`src/rtl/cpu_pkg.sv`:
```
// Shared CPU fetch/decode definitions.
// PC sequencer command encoding used by the decoder and pc_seq_unit.
package cpu_pkg;

  localparam int CMD_W = 3;

  typedef enum logic [CMD_W-1:0] {
    PC_HOLD = 3'd0,
    PC_INC  = 3'd1,
    PC_JMP  = 3'd2,
    PC_BR   = 3'd3,
    PC_CALL = 3'd4,
    PC_RET  = 3'd5
  } pc_cmd_e;

endpackage

```
`src/rtl/pc_ras.sv`:
```
// Circular return-address stack (LIFO).
// A push while full overwrites the oldest entry.
module pc_ras #(
  parameter int AW        = 12,
  parameter int RAS_DEPTH = 4
) (
  input  logic          clock,
  input  logic          reset_n,
  input  logic          push,
  input  logic          pop,
  input  logic [AW-1:0] din,
  output logic [AW-1:0] top,
  output logic          full,
  output logic          empty,
  output logic          ovf
);

  localparam int PW = $clog2(RAS_DEPTH);

  logic [AW-1:0] mem [RAS_DEPTH];
  logic [PW-1:0] ptr;
  logic [PW:0]   cnt;

  assign empty = (cnt == '0);
  assign full  = (cnt == (PW+1)'(RAS_DEPTH));
  assign top   = mem[ptr - PW'(1)];
  assign ovf   = (push && full) || (pop && empty);

  always_ff @(posedge clock) begin
    if (push)
      mem[ptr] <= din;
  end

  // ptr names the next free slot; once full it is also the oldest entry
  always_ff @(posedge clock or negedge reset_n) begin
    if (!reset_n) begin
      ptr <= '0;
      cnt <= '0;
    end else if (push) begin
      ptr <= ptr + PW'(1);
      if (!full)
        cnt <= cnt + (PW+1)'(1);
    end else if (pop && !empty) begin
      ptr <= ptr - PW'(1);
      cnt <= cnt - (PW+1)'(1);
    end
  end

endmodule

```
`src/rtl/pc_seq_unit.sv`:
```
// Fetch-stage program-counter sequencer with optional return stack.
// Define PC_RAS_EN to build the call/return address stack.
module pc_seq_unit
  import cpu_pkg::*;
#(
  parameter int            AW        = 12,
  parameter int            STEP      = 1,
  parameter logic [AW-1:0] RESET_VEC = '0,
  parameter int            RAS_DEPTH = 4
) (
  input  logic             clock,
  input  logic             reset_n,
  input  logic             stall,
  input  logic [CMD_W-1:0] pc_cmd,
  input  logic [AW-1:0]    pc_datain,
  output logic [AW-1:0]    pc_dataout,
  output logic [AW-1:0]    pc_next,
  output logic             ras_empty,
  output logic             ras_full,
  output logic             pc_err
);

  localparam logic [AW-1:0] STEP_V = AW'(STEP);

  logic [AW-1:0] inc;

  assign inc = pc_dataout + STEP_V;

`ifdef PC_RAS_EN
  logic          push;
  logic          pop;
  logic          ovf;
  logic [AW-1:0] top;

  pc_ras #(
    .AW        (AW),
    .RAS_DEPTH (RAS_DEPTH)
  ) u_ras (
    .clock   (clock),
    .reset_n (reset_n),
    .push    (push),
    .pop     (pop),
    .din     (inc),
    .top     (top),
    .full    (ras_full),
    .empty   (ras_empty),
    .ovf     (ovf)
  );

  always_ff @(posedge clock or negedge reset_n) begin
    if (!reset_n)
      pc_err <= 1'b0;
    else
      pc_err <= ovf;
  end
`else
  assign ras_empty = 1'b1;
  assign ras_full  = 1'b0;
  assign pc_err    = 1'b0;
`endif

  always_comb begin
    pc_next = pc_dataout;
`ifdef PC_RAS_EN
    push = 1'b0;
    pop  = 1'b0;
`endif
    if (!stall) begin
      case (pc_cmd)
        PC_INC:  pc_next = inc;
        PC_JMP:  pc_next = pc_datain;
        PC_BR:   pc_next = pc_dataout + pc_datain;
        PC_CALL: begin
          pc_next = pc_datain;
`ifdef PC_RAS_EN
          push = 1'b1;
`endif
        end
        PC_RET: begin
`ifdef PC_RAS_EN
          pop     = 1'b1;
          pc_next = ras_empty ? inc : top;
`else
          pc_next = inc;
`endif
        end
        default: pc_next = pc_dataout;
      endcase
    end
  end

  always_ff @(posedge clock or negedge reset_n) begin
    if (!reset_n)
      pc_dataout <= RESET_VEC;
    else
      pc_dataout <= pc_next;
  end

endmodule

```
`config.mk`:
```
export PLATFORM = sky130hd
export DESIGN_NAME = pc_seq_unit
export DESIGN_NICKNAME = d
export VERILOG_FILES = /design/src/rtl/cpu_pkg.sv /design/src/rtl/pc_ras.sv /design/src/rtl/pc_seq_unit.sv
export SDC_FILE = /design/constraint.sdc
export NUM_CORES = 1
export LEC_CHECK = 0
export CAP_MARGIN = 20
export CELL_PAD_IN_SITES_DETAIL_PLACEMENT = 0
export CELL_PAD_IN_SITES_GLOBAL_PLACEMENT = 1
export CORE_ASPECT_RATIO = 1.4
export CORE_MARGIN = 10
export CORE_UTILIZATION = 37
export CTS_BUF_LIST = sky130_fd_sc_hd__clkbuf_8
export DETAILED_ROUTE_END_ITERATION = 10
export PLACE_DENSITY = 0.88
export SLEW_MARGIN = 15
export SYNTH_ARGS = -nofsm -noshare
export SYNTH_HDL_FRONTEND = slang
export SYNTH_SLANG_ARGS = --single-unit
```
`constraint.sdc`:
```
create_clock -name clock -period 5.87 [get_ports clock]
set_input_delay 1.174 -clock clock [delete_from_list [all_inputs] [get_ports clock]]
set_output_delay 1.174 -clock clock [all_outputs]
set_load 0.03 [all_outputs]
```
[After elaboration in Yosys (flattened, before gate mapping)]
Index checks and enable logic that the tools add are counted.
Storage, ports and cells
  register bits after elaboration: 12
  bits of input ports: 18
  logic and storage cells: 12
Cells by class
  add/sub/neg operators: 2
  eq/ne operators: 5
  multiplexer cells: 2
  reduce and logical (&&, ||, !) cells: 2
Operator list (count)
  12-bit case mux with 3 select lines: 1
  12-bit by 1-bit adder with 12-bit output (second input constant): 1
  12-bit adder: 1
  12-bit two-way mux: 1
  3-bit by 2-bit == test with 1-bit output (second input constant): 2
  3-bit == test (second input constant): 2
  2-bit OR reduction: 2
  3-bit by 1-bit == test with 1-bit output (second input constant): 1

[Logic depth before layout (Yosys ltp)]
  depth after elaboration: 4
  depth in mapped cells: 10
  gate-level depth less buffers: 9

[Worst setup path after synthesis]
OpenSTA, ideal clock, no wires.
  kind: input -> output
  start point: input port pc_cmd[0]
  end point: output port pc_next[8]
  arrival time: 3.706 ns
  data required time: 4.696 ns
  path slack: 0.990 ns
  cell stages on the path: 10
  path buffers: 2
  cells stage by stage: buf_2 -> nand2b_1 -> clkbuf_1 -> and2_1 -> fa_1 -> a211oi_1 -> o211ai_1 -> a31oi_1 -> xor2_1 -> o21ai_0
On the way
  word-level cells in the longest chain between the ends: 4
  elaborated cells between the ends (all ways): 9
RTL lines
  start: declaration: line pc_seq_unit.sv:14  | input logic [CMD_W-1:0] pc_cmd,
  3-bit == test, or another cell as far along: line pc_seq_unit.sv:69  | case (pc_cmd)
  2-bit OR reduction (no line)
  12-bit case mux with 3 select lines (*): line pc_seq_unit.sv:69
  12-bit two-way mux (*): line pc_seq_unit.sv:68  | if (!stall) begin
  end: declaration: line pc_seq_unit.sv:17  | output logic [AW-1:0] pc_next,
Mark *: on every way between the ends. The rest lies on a longest branch, timed or not.

[Final worst setup path]
  start point: input port pc_cmd[1]
  end point: output port pc_next[11]
The elaborated chain is that of the path after synthesis.

==> qor.csv <==
metric,value,unit
status,"complete, no violations",
fin_crit,5.55,ns
r2r_start,pc_dataout[0]$_DFF_PN0_,
grt_max_degree,29,
fmax,0.180,GHz
synth.top_cell.area_share,20.7,%
seq_area,300,sq um
dp_hpwl,3350,microns
synth_flop_cell,dfrtp_1,
cpLargestDelayFamily,simple AND/OR/NAND/NOR gates,
clock_skew,0.00765,ns
cts_max_path_buffers,2,
overflow,0,
avgSynthCellArea,8.00,sq um
nFillCells,383,
post-route-drc-count,0,
n_antenna_cell,0,
firstDrtPassIters,4,
synthTopCellsByCount,"o21ai_0 (14), nor2_1 (13), dfrtp_1 (12), nand2_1 (12)",
pin_count,45,
grt_pass1_vias,1525,
ys_seq_area_share,20.7,%
slew_headroom,54.2,%
synth.distinct_cells,41,
wl_per_cell,17.0,microns
drive_above_1_share,7.80,%
die-height,94.0,microns
cts_resized,0,
cts_root_buffer,clkbuf_8,
htree_num_levels,1,
syn-cell-area,0.00145,sq mm
reg_top3,pc_dataout (12),
slew_viol_final,0,
final_nets,250,
path_clk_slew,0.05,ns
synth_area_leaders,"dfrtp_1 (21%), ha_1 (9.5%), a222oi_1 (4.8%)",
worst_slack,0.318,ns
dr.first_iter.drc_count,124,
ys_seq_elements,12,
clkLatencyLatePin,0.25,ns
die_w,72.9,microns
cpMaxStageDelayCell,clkdlybuf4s50_1,
rsz0062_at_grt,no,
critical_path_class,input port to output pin,
cpMostUsedCell,clkdlybuf4s50_1,
grt_pass1_wl,7670,microns
path_cells,clkdlybuf4s50_1 -> nand2b_1 -> and2_1 -> ha_1 -> a211oi_2 -> nor2_1 -> o31a_1 -> or4_1 -> nand3_1 -> clkdlybuf4s50_1,
synth-edff-count,0,
largest_reg_flops,12,
critPathLaunch,pc_cmd[1],
cts_setup_buffers,0,
worstPathArrival,4.38,ns
tightest_slew,0.684,ns
syn2layout_area_growth,32.2,%
path_buf_inv,2,
gp_congestion,0.912,
min_path_type,flip-flop to flip-flop,
netlist_instances,181,
grt_util_all_layers,13.7,%
cts_hold_buf,0,
wirelength,4430,microns
vias,1541,
die-area,0.00685,sq mm
cts_tree,yes,
viasPerCell,5.93,
ir_drop,0.217,mV
required,4.70,ns
start_kind,input port,
max_stage_delay,0.68,ns
synthArstFlopShare,100,%
finalHoldViolations,0,
top_register,pc_dataout,
multi_input_area,0.00105,sq mm
ant_nets,0,
hp-start,pc_dataout[0]$_DFF_PN0_,
core.rowCount,26,
yosys_warnings,0,
cts.sinks,12,
numCtsBuffers,3,
dp_slack,0.306,ns
maxCapViolCount,0,
coreArea,0.00371,sq mm
antenna_found_initial,0,
portBuffers,41,
synth_top_area_cell,dfrtp_1,
initial_core_util,39.1,%
setup_viol,0,
end_kind,output pin,
leakage,0.000815,uW
synthMostInstantiatedCell,o21ai_0,
fin_crit_sh,94.6,%
fin_tns_setup,0,ns
power-per-cell-area,428,mW/mm^2
critPathMaxFanout,13,
[power by group]
group          internal, uW  switching [uW]  leakage (uW)
Combinational           251             335      0.000649
Clock                  45.4            33.9     0.0000216
Sequential              114            41.8      0.000145
Total                   411             410      0.000815
[worst min-delay path, delay by kind of cell (launching register included)]
family | cells | cell delay, ns
AO/OA/AOI/OAI | 2 | 0.19
flip-flops | 1 | 0.39
[area by class of cell]
cell class,instances,share of cell area (%)
tap,42,2.74
multi-input combinational,149,55.1
clock buffer,3,2.16
inverter,9,1.76
sequential,12,15.7
timing repair buffer,45,22.6
[logic make-up (layout without fill, tap and decap cells)]
group / count (synthesis) / in the layout / share of synthesized area (%)
AO/OA/AOI/OAI: 76 / 76 / 38.9
buffers and inverters: 21 / 57 / 6.74
flip-flops: 12 / 12 / 20.7
XOR/XNOR: 5 / 5 / 3.02
AND/OR/NAND/NOR: 53 / 53 / 19.3
other: 2 / 3 / 0.518
adder cells (fa/ha/maj): 12 / 12 / 10.9
[worst paths after layout]
check / to / slack, ns / depth (start not counted)
worst max-delay path: pc_next[11] / 0.32 / 10
worst min-delay path: pc_dataout[0]$_DFF_PN0_ / 0.63 / 2
worst max register to register: pc_dataout[10]$_DFF_PN0_ / 3.50 / 7
min in group asynchronous: pc_dataout[9]$_DFF_PN0_ / 1.33 / 1
max in group asynchronous: pc_dataout[4]$_DFF_PN0_ / 4.11 / 1
worst min register to register: pc_dataout[0]$_DFF_PN0_ / 0.63 / 2
[layout by cell type, fill, tap and decap left out, types with 3 or more instances in the layout]
cell,n
nor3_1,3
a22o_1,8
a21o_1,6
clkbuf_8,3
inv_1,9
nand2_1,12
o21ai_0,14
o22ai_1,7
buf_4,7
nor2_1,13
a211oi_1,5
dfrtp_1,12
clkdlybuf4s50_1,38
a222oi_1,7
nand2b_1,5
a21oi_1,4
a22oi_1,7
ha_1,11
and2_1,11
xor2_1,4
conb_1,3
[routing by layer]
| metal | vias up | part of all wire (%) | track usage [%] |
|---|---|---|---|
| li1 | 765 | - | - |
| met1 | 722 | 39 | 15.3 |
| met2 | 48 | 53 | 23.5 |
| met3 | 6 | 6.7 | 3.07 |
| met4 | 0 | 2.0 | 6.35 |
| met5 | - | 0 | 0 |
[metrics by stage]
step	area [sq um]	utilization, %	power [uW]	cells	hold slack (ns)
5_1_grt	1920	51.7	888	260	0.691
2_1_floorplan	1450	-	546	182	0.878
3_3_place_gp	1870	50.5	740	257	0.615
4_1_cts	1920	51.7	828	260	0.636
3_5_place_dp	1870	50.5	745	257	0.623
6_report	1920	51.7	821	260	0.630
Note: power is estimated with default switching activity, not from simulation.
